$ cat src/rtl/fft_mag_peak.sv
// Magnitude-squared stream of fft_core output bins, tagged with bin index,
// plus a once-per-frame report of the largest bin.
module fft_mag_peak #(
   parameter int unsigned DATA_W    = 16,
   parameter int unsigned FRAME_LEN = 128,
   parameter int unsigned BIN_W     = 7
) (
   input  logic                  aclk,
   input  logic                  areset,
   input  logic [2*DATA_W-1:0]   s_axis_tdata,
   input  logic                  s_axis_tvalid,
   output logic                  s_axis_tready,
   input  logic                  s_axis_tlast,
   output logic [2*DATA_W-1:0]   m_axis_tdata,
   output logic [BIN_W-1:0]      m_axis_tuser,
   output logic                  m_axis_tlast,
   output logic                  m_axis_tvalid,
   input  logic                  m_axis_tready,
   output logic                  peak_valid,
   output logic [BIN_W-1:0]      peak_bin,
   output logic [2*DATA_W-1:0]   peak_mag,
   output logic                  event_tlast_unexpected,
   output logic                  event_tlast_missing
);

   localparam int unsigned      PW       = 2 * DATA_W;
   localparam logic [BIN_W-1:0] LAST_BIN = BIN_W'(FRAME_LEN - 1);

   // Bin counter and event pulses
   logic [BIN_W-1:0]     bin_q, bin_d;
   logic                 ev_unx_q, ev_unx_d;
   logic                 ev_mis_q, ev_mis_d;

   // Stage 1: squared components
   logic                 v1_q, v1_d;
   logic signed [PW-1:0] pre_q, pre_d;
   logic signed [PW-1:0] pim_q, pim_d;
   logic [BIN_W-1:0]     bin1_q, bin1_d;
   logic                 last1_q, last1_d;
   logic                 first1_q, first1_d;

   // Stage 2: output beat
   logic                 mv_q, mv_d;
   logic [PW-1:0]        mdata_q, mdata_d;
   logic [BIN_W-1:0]     muser_q, muser_d;
   logic                 mlast_q, mlast_d;

   // Running and reported peak
   logic [PW-1:0]        rmag_q, rmag_d;
   logic [BIN_W-1:0]     rbin_q, rbin_d;
   logic                 pkv_q, pkv_d;
   logic [BIN_W-1:0]     pkbin_q, pkbin_d;
   logic [PW-1:0]        pkmag_q, pkmag_d;

   logic                 ce;
   logic                 accept;
   logic                 at_last_bin;
   logic                 frame_end;
   logic signed [DATA_W-1:0] re_c, im_c;
   logic signed [PW-1:0]     re_ext, im_ext;
   logic [PW-1:0]            mag_c;

   assign ce            = !mv_q || m_axis_tready;
   assign s_axis_tready = ce && !areset;
   assign accept        = s_axis_tvalid && s_axis_tready;
   assign at_last_bin   = (bin_q == LAST_BIN);
   assign frame_end     = s_axis_tlast || at_last_bin;

   assign re_c   = s_axis_tdata[DATA_W-1:0];
   assign im_c   = s_axis_tdata[PW-1:DATA_W];
   assign re_ext = PW'(re_c);
   assign im_ext = PW'(im_c);
   // Each square is non-negative and at most 2^(PW-2), so the sum cannot overflow
   assign mag_c  = $unsigned(pre_q) + $unsigned(pim_q);

   // Next-state logic
   always_comb begin
      bin_d    = bin_q;
      ev_unx_d = 1'b0;
      ev_mis_d = 1'b0;
      v1_d     = v1_q;
      pre_d    = pre_q;
      pim_d    = pim_q;
      bin1_d   = bin1_q;
      last1_d  = last1_q;
      first1_d = first1_q;
      mv_d     = mv_q;
      mdata_d  = mdata_q;
      muser_d  = muser_q;
      mlast_d  = mlast_q;
      rmag_d   = rmag_q;
      rbin_d   = rbin_q;
      pkv_d    = 1'b0;
      pkbin_d  = pkbin_q;
      pkmag_d  = pkmag_q;

      if (accept) begin
         bin_d    = frame_end ? '0 : bin_q + BIN_W'(1);
         ev_unx_d = s_axis_tlast && !at_last_bin;
         ev_mis_d = at_last_bin && !s_axis_tlast;
      end

      if (ce) begin
         v1_d     = accept;
         pre_d    = re_ext * re_ext;
         pim_d    = im_ext * im_ext;
         bin1_d   = bin_q;
         last1_d  = frame_end;
         first1_d = (bin_q == '0);
         mv_d     = v1_q;
         mdata_d  = mag_c;
         muser_d  = bin1_q;
         mlast_d  = last1_q;
         // Strict compare keeps the lowest bin on ties
         if (v1_q && (first1_q || (mag_c > rmag_q))) begin
            rmag_d = mag_c;
            rbin_d = bin1_q;
         end
      end

      // Report once the frame-end beat has been taken downstream
      if (mv_q && m_axis_tready && mlast_q) begin
         pkv_d   = 1'b1;
         pkbin_d = rbin_q;
         pkmag_d = rmag_q;
      end
   end

   always_ff @(posedge aclk) begin
      if (areset) begin
         bin_q    <= '0;
         ev_unx_q <= 1'b0;
         ev_mis_q <= 1'b0;
         v1_q     <= 1'b0;
         pre_q    <= '0;
         pim_q    <= '0;
         bin1_q   <= '0;
         last1_q  <= 1'b0;
         first1_q <= 1'b0;
         mv_q     <= 1'b0;
         mdata_q  <= '0;
         muser_q  <= '0;
         mlast_q  <= 1'b0;
         rmag_q   <= '0;
         rbin_q   <= '0;
         pkv_q    <= 1'b0;
         pkbin_q  <= '0;
         pkmag_q  <= '0;
      end else begin
         bin_q    <= bin_d;
         ev_unx_q <= ev_unx_d;
         ev_mis_q <= ev_mis_d;
         v1_q     <= v1_d;
         pre_q    <= pre_d;
         pim_q    <= pim_d;
         bin1_q   <= bin1_d;
         last1_q  <= last1_d;
         first1_q <= first1_d;
         mv_q     <= mv_d;
         mdata_q  <= mdata_d;
         muser_q  <= muser_d;
         mlast_q  <= mlast_d;
         rmag_q   <= rmag_d;
         rbin_q   <= rbin_d;
         pkv_q    <= pkv_d;
         pkbin_q  <= pkbin_d;
         pkmag_q  <= pkmag_d;
      end
   end

   assign m_axis_tdata           = mdata_q;
   assign m_axis_tuser           = muser_q;
   assign m_axis_tlast           = mlast_q;
   assign m_axis_tvalid          = mv_q;
   assign peak_valid             = pkv_q;
   assign peak_bin               = pkbin_q;
   assign peak_mag               = pkmag_q;
   assign event_tlast_unexpected = ev_unx_q;
   assign event_tlast_missing    = ev_mis_q;

endmodule

$ cat config.mk
export PLATFORM = sky130hd
export DESIGN_NAME = fft_mag_peak
export DESIGN_NICKNAME = d
export VERILOG_FILES = /design/src/rtl/fft_mag_peak.sv
export SDC_FILE = /design/constraint.sdc
export NUM_CORES = 2
export LEC_CHECK = 0
export CAP_MARGIN = 0
export CORE_AREA = 2 2 314 316
export CTS_CLUSTER_DIAMETER = 40
export DETAILED_ROUTE_END_ITERATION = 7
export DIE_AREA = 0 0 316 318
export SYNTH_ARGS = -nofsm -noshare
export SYNTH_HDL_FRONTEND = slang
export SYNTH_SLANG_ARGS = --single-unit
$ cat constraint.sdc
create_clock -name aclk -period 9.8 [get_ports aclk]
set_input_delay 1.96 -clock aclk [delete_from_list [all_inputs] [get_ports aclk]]
set_output_delay 1.96 -clock aclk [all_outputs]
set_load 0.01 [all_outputs]
## Yosys cells after proc, flatten, opt, wreduce, memory -nomap -nowiden

Index checks and enable logic that the tools add are counted.

- Flip-flop bits (word level): 203

- Multiply operators: 2
- Equal/unequal tests: 1
- Bitwise logic cells: 1
- Add/sub/neg operators: 2
- Magnitude comparators: 1
- Muxes and demuxes: 2
- Reduce and logical (&&, ||, !) cells: 17

Operators by type and width:

| operator | number |
|---|---|
| 16-bit by 16-bit multiplier with 32-bit output | 2 |
| 32-bit adder | 1 |
| 32-bit > comparator | 1 |
| 7-bit by 1-bit adder with 7-bit output, second input constant | 1 |
| 7-bit equality test, second input constant | 1 |
| 1-bit logical AND | 7 |
| 7-bit zero test | 1 |
| 7-bit two-way mux | 1 |
| 1-bit zero test | 4 |
| 1-bit logical OR | 3 |
| 2-bit AND reduction | 1 |
| 2-bit OR reduction | 1 |
| 1-bit two-way mux | 1 |
| 1-bit inverter | 1 |

## Logic depth before layout (Yosys ltp)

- Depth in word-level cells: 6
- Gate-level depth with buffers: 25
- Mapped depth without buffers: 24

## Worst setup path after synthesis

OpenSTA, ideal clock, no wires.

- Path kind: input-to-reg
- From: input port s_axis_tdata[31]
- To: register pim_q[31]
- Setup slack: 1.871 ns
- Arrival: 7.855 ns
- Setup time: 0.074 ns
- Stages on the path: 22
- Buffers on the path: 2
- Cell sequence: clkbuf_1 > inv_1 > buf_1 > nor2_1 > fa_1 > fa_1 > fa_1 > fa_1 > fa_1 > inv_1 > fa_1 > inv_1 > ha_1 > a21o_1 > a21o_1 > a21oi_1 > o21bai_1 > a31oi_1 > o2bb2ai_1 > o21bai_1 > or4_1 > a31oi_1

- Longest elaborated chain between the ends: 1

Ends and longest elaborated chain:

| item | RTL line | source |
|---|---|---|
| from (decl) | 10 | `input logic [2*DATA_W-1:0] s_axis_tdata,` |
| 16-bit by 16-bit multiplier with 32-bit output | 106 | `pim_d = im_ext * im_ext;` |
| to (signal assigned) | 155 | `pim_q <= pim_d;` |
| to (decl) | 37 | `logic signed [PW-1:0] pim_q, pim_d;` |

No other way between the ends.
A chain may end at the register's enable or synchronous reset.

## Worst setup path after layout

- From: input port s_axis_tdata[3]
- To: register pre_q[26]

- Longest elaborated chain between the ends: 1

Ends and longest elaborated chain:

| item | RTL line | source |
|---|---|---|
| 16-bit by 16-bit multiplier with 32-bit output | 105 | `pre_d = re_ext * re_ext;` |
| to (signal assigned) | 154 | `pre_q <= pre_d;` |
| to (decl) | 36 | `logic signed [PW-1:0] pre_q, pre_d;` |

No other way between the ends.

==> summary.md <==
| Metric | Value |
|---|---|
| Status | complete, no violations |
| Initial Util | 27.64% |
| # Post-CTS Setup Buffers | 0 |
| CTS tree | yes |
| Clk slew on worst S/H paths | 0.05 ns |
| Insertion delay to the later sink of the worst-skew pair | 0.53 ns |
| Largest net degree at the start of global routing | 97 |
| Final wirelength | 67570 µm |
| Syn nets | 3825 |
| Die width | 316 µm |
| RR Startpoint | pre_q[3] |
| Slew HR | 30.60% |
| EDFF count, synth | 0 |
| Unrepaired setup endpoints after global routing | no |
| Detailed Route Iter0 Violations | 971 |
| Initial antenna violation count | 0 |
| Antenna Cells | 0 |
| Vias/cell | 4.437 |
| Die Ht | 318 µm |
| DRC viols | 0 |
| Dpl hpwl | 55560 µm |
| Fmax achieved | 117.8 MHz |
| Crit-path max FO | 13 |
| Ys async rst share | 0% |
| Max incr delay on CP | 0.88 ns |
| Max_cap viols | 0 |
| Crit path capture type | register |
| Die ar. | 100500 µm² |
| GPL Wtd Cong | 0.8555 |
| Worst Skew | 0.02214 ns |
| Yosys top cell by area | fa_1 |
| Fillers | 10220 |
| Slowest-stage cell, CP | clkdlybuf4s50_1 |
| Sequential-to-total area share from yosys stat | 14.95% |
| Antenna viol nets, final | 0 |
| Maximum clock path buffer count | 3 |
| Synth top area cells | fa_1, dfxtp_1, ha_1, inv_1, nand2_1 |
| Ys flop type | dfxtp_1 |
| H-tree depth | 2 |
| Number of global-route vias before repair | 20840 |
| Avg Inst Size Synth | 8.747 µm² |
| Post-synth top area share | 34.80% |
| CP dominant cell by count | fa_1 |
| Top-count cell post-synth | inv_1 |
| Hold path startpoint | m_axis_tdata[5] |
| Setup Crit Path Kind | primary input to register |
| Post-CTS sizing | 0 |
| GRT overflow | 0 |
| Netlist cell types | 72 |
| WHS Path Cells | 2 |
| Nets | 3904 |
| Crit start category | primary input |
| # hold bufs at CTS | 0 |
| Commonest cells post-synth | inv_1, fa_1, nand2_1 |
| Area delta synth->final | 14.44% |
| Final setup violation count | 0 |
| CP startpoint | s_axis_tdata[3] |
| Std-Cell Core Area | 97410 µm² |
| Post-route minimum period | 8.492 ns |
| Row count | 115 |
| Hold Fails Final Rpt | 0 |
| CP Cell Sequence | clkdlybuf4s50_1 -> inv_1 -> nor2_1 -> ha_1 -> xor2_1 -> fa_1 -> fa_1 -> inv_1 -> fa_1 -> fa_1 -> inv_1 -> fa_1 -> inv_1 -> ha_1 -> and4_1 -> nand2_1 -> or4_1 -> a21oi_1 -> o221a_2 -> nor3_1 -> or4_1 -> o211ai_1 |
| Synthesis-stage register bit count | 201 |
| Req. time, crit path | 10.25 ns |
| Setup TNS | 0 ns |
| Total global-route track usage | 13.77% |
| Synth warn | 0 |
| Final number of max-transition violations | 0 |
| Data arrival time of the critical path | 8.94 ns |
| Hold Crit Class | register to register |
| Final Cycle Share | 86.65% |
| Reg2reg path depth | 20 |
| Slew @ Worst Pin | 1.041 ns |
| Mapped cell area | 26920 µm² |
| Clk sinks | 201 |
| IO Pins | 121 |
| Number of buffers created by CTS | 36 |
| Iteration count of the initial detailed-routing pass | 5 |
| Detail-routed net length per standard cell | 15.12 µm |
| Syn Inst Count | 3078 |
| IO buf count | 120 |
| Vias post-DR | 19830 |
| First-pass GRT wire length | 110100 µm |
| Root Driver | clkbuf_16 |
| Layout cells sized above 1 | 4.023% |
cells by family after synthesis:
| kind of cell | Yosys count | synth area share (%) |
|---|---|---|
| mux | 39 | 1.455 |
| xor+xnor | 108 | 3.541 |
| simple gates | 818 | 13.50 |
| compound gates | 397 | 9.249 |
| fa+ha+maj | 710 | 46.05 |
| buf+inv | 805 | 11.26 |
| flops | 201 | 14.95 |
metrics by stage:
step	utilization, %	hold slack, ns	cell area, µm²	setup WS [ns]	std cells
after floorplan	-	0.4312	26920	1.871	3078
after global placement	30.38	0.4406	29590	0.8741	4406
after detailed placement	30.38	0.4447	29590	0.8293	4406
after CTS	31.63	0.4509	30810	1.382	4469
after global routing	31.63	0.4625	30810	0.9856	4469
final	31.63	0.4460	30810	1.308	4469
path summary, 6_finish.rpt:
path / slack [ns] / end
max: 1.31 / pre_q[26]
min: 0.45 / m_axis_tdata[5]
max reg2reg: 3.97 / rmag_q[30]
min reg2reg: 0.45 / m_axis_tdata[5]
layer usage:
metal | global-route usage (%) | share of wire (%) | vias up | routed length (µm)
li1 | - | - | 9634 | -
met3 | 2.139 | 4.6 | 95 | 3078
met5 | 0 | 0 | - | 0
met2 | 23.83 | 49 | 338 | 33190
met1 | 17.61 | 44 | 9760 | 29600
met4 | 3.897 | 2.5 | 0 | 1699
area by class of cell:
| type | instances | area, µm² | area share, % |
|---|---|---|---|
| Multi-Input combinational cell | 2072 | 19890 | 64.57 |
| Tap cell | 1287 | 1610 | 5.227 |
| Sequential cell | 201 | 4024 | 13.06 |
| Clock inverter | 21 | 242.7 | 0.7879 |
| Timing Repair Buffer | 156 | 1473 | 4.780 |
| Clock buffer | 42 | 974.7 | 3.164 |
| Inverter | 690 | 2590 | 8.407 |
flip-flops by register name, summed over array words and instances (netlist names), 7 cells and up:
name and count:
m_axis_tdata 32, bin1_q 7, peak_bin 7, pre_q 31, peak_mag 32, rmag_q 32
rbin_q 7, bin_q 7, pim_q 31, m_axis_tuser 7
layout by cell type (no fill, tap or decap), drive strengths merged, types with 24 or more instances in the layout:
| master | netlist | layout |
|---|---|---|
| inv | 688 | 691 |
| dfxtp | 201 | 201 |
| fa | 468 | 468 |
| clkdlybuf4s50 | 0 | 119 |
| clkbuf | 96 | 42 |
| o21ai | 38 | 38 |
| ha | 242 | 242 |
| xor2 | 31 | 31 |
| nand2 | 421 | 421 |
| buf | 19 | 37 |
| nand3 | 27 | 27 |
| xnor2 | 77 | 77 |
| and2 | 82 | 82 |
| mux2i | 38 | 38 |
| nor3 | 24 | 24 |
| a21o | 39 | 39 |
| a21oi | 195 | 195 |
| nor2 | 167 | 167 |
critical path, delay by kind of cell:
kind,cells,cell delay [ns]
AO/OA/AOI/OAI,3,0.61
XOR/XNOR,1,0.19
adder cells (fa/ha/maj),7,3.20
buffers and inverters,5,1.32
AND/OR/NAND/NOR,6,1.65
Power is not shown: default switching activity piles up to over one toggle a cycle in this logic, so the estimate is an artifact.
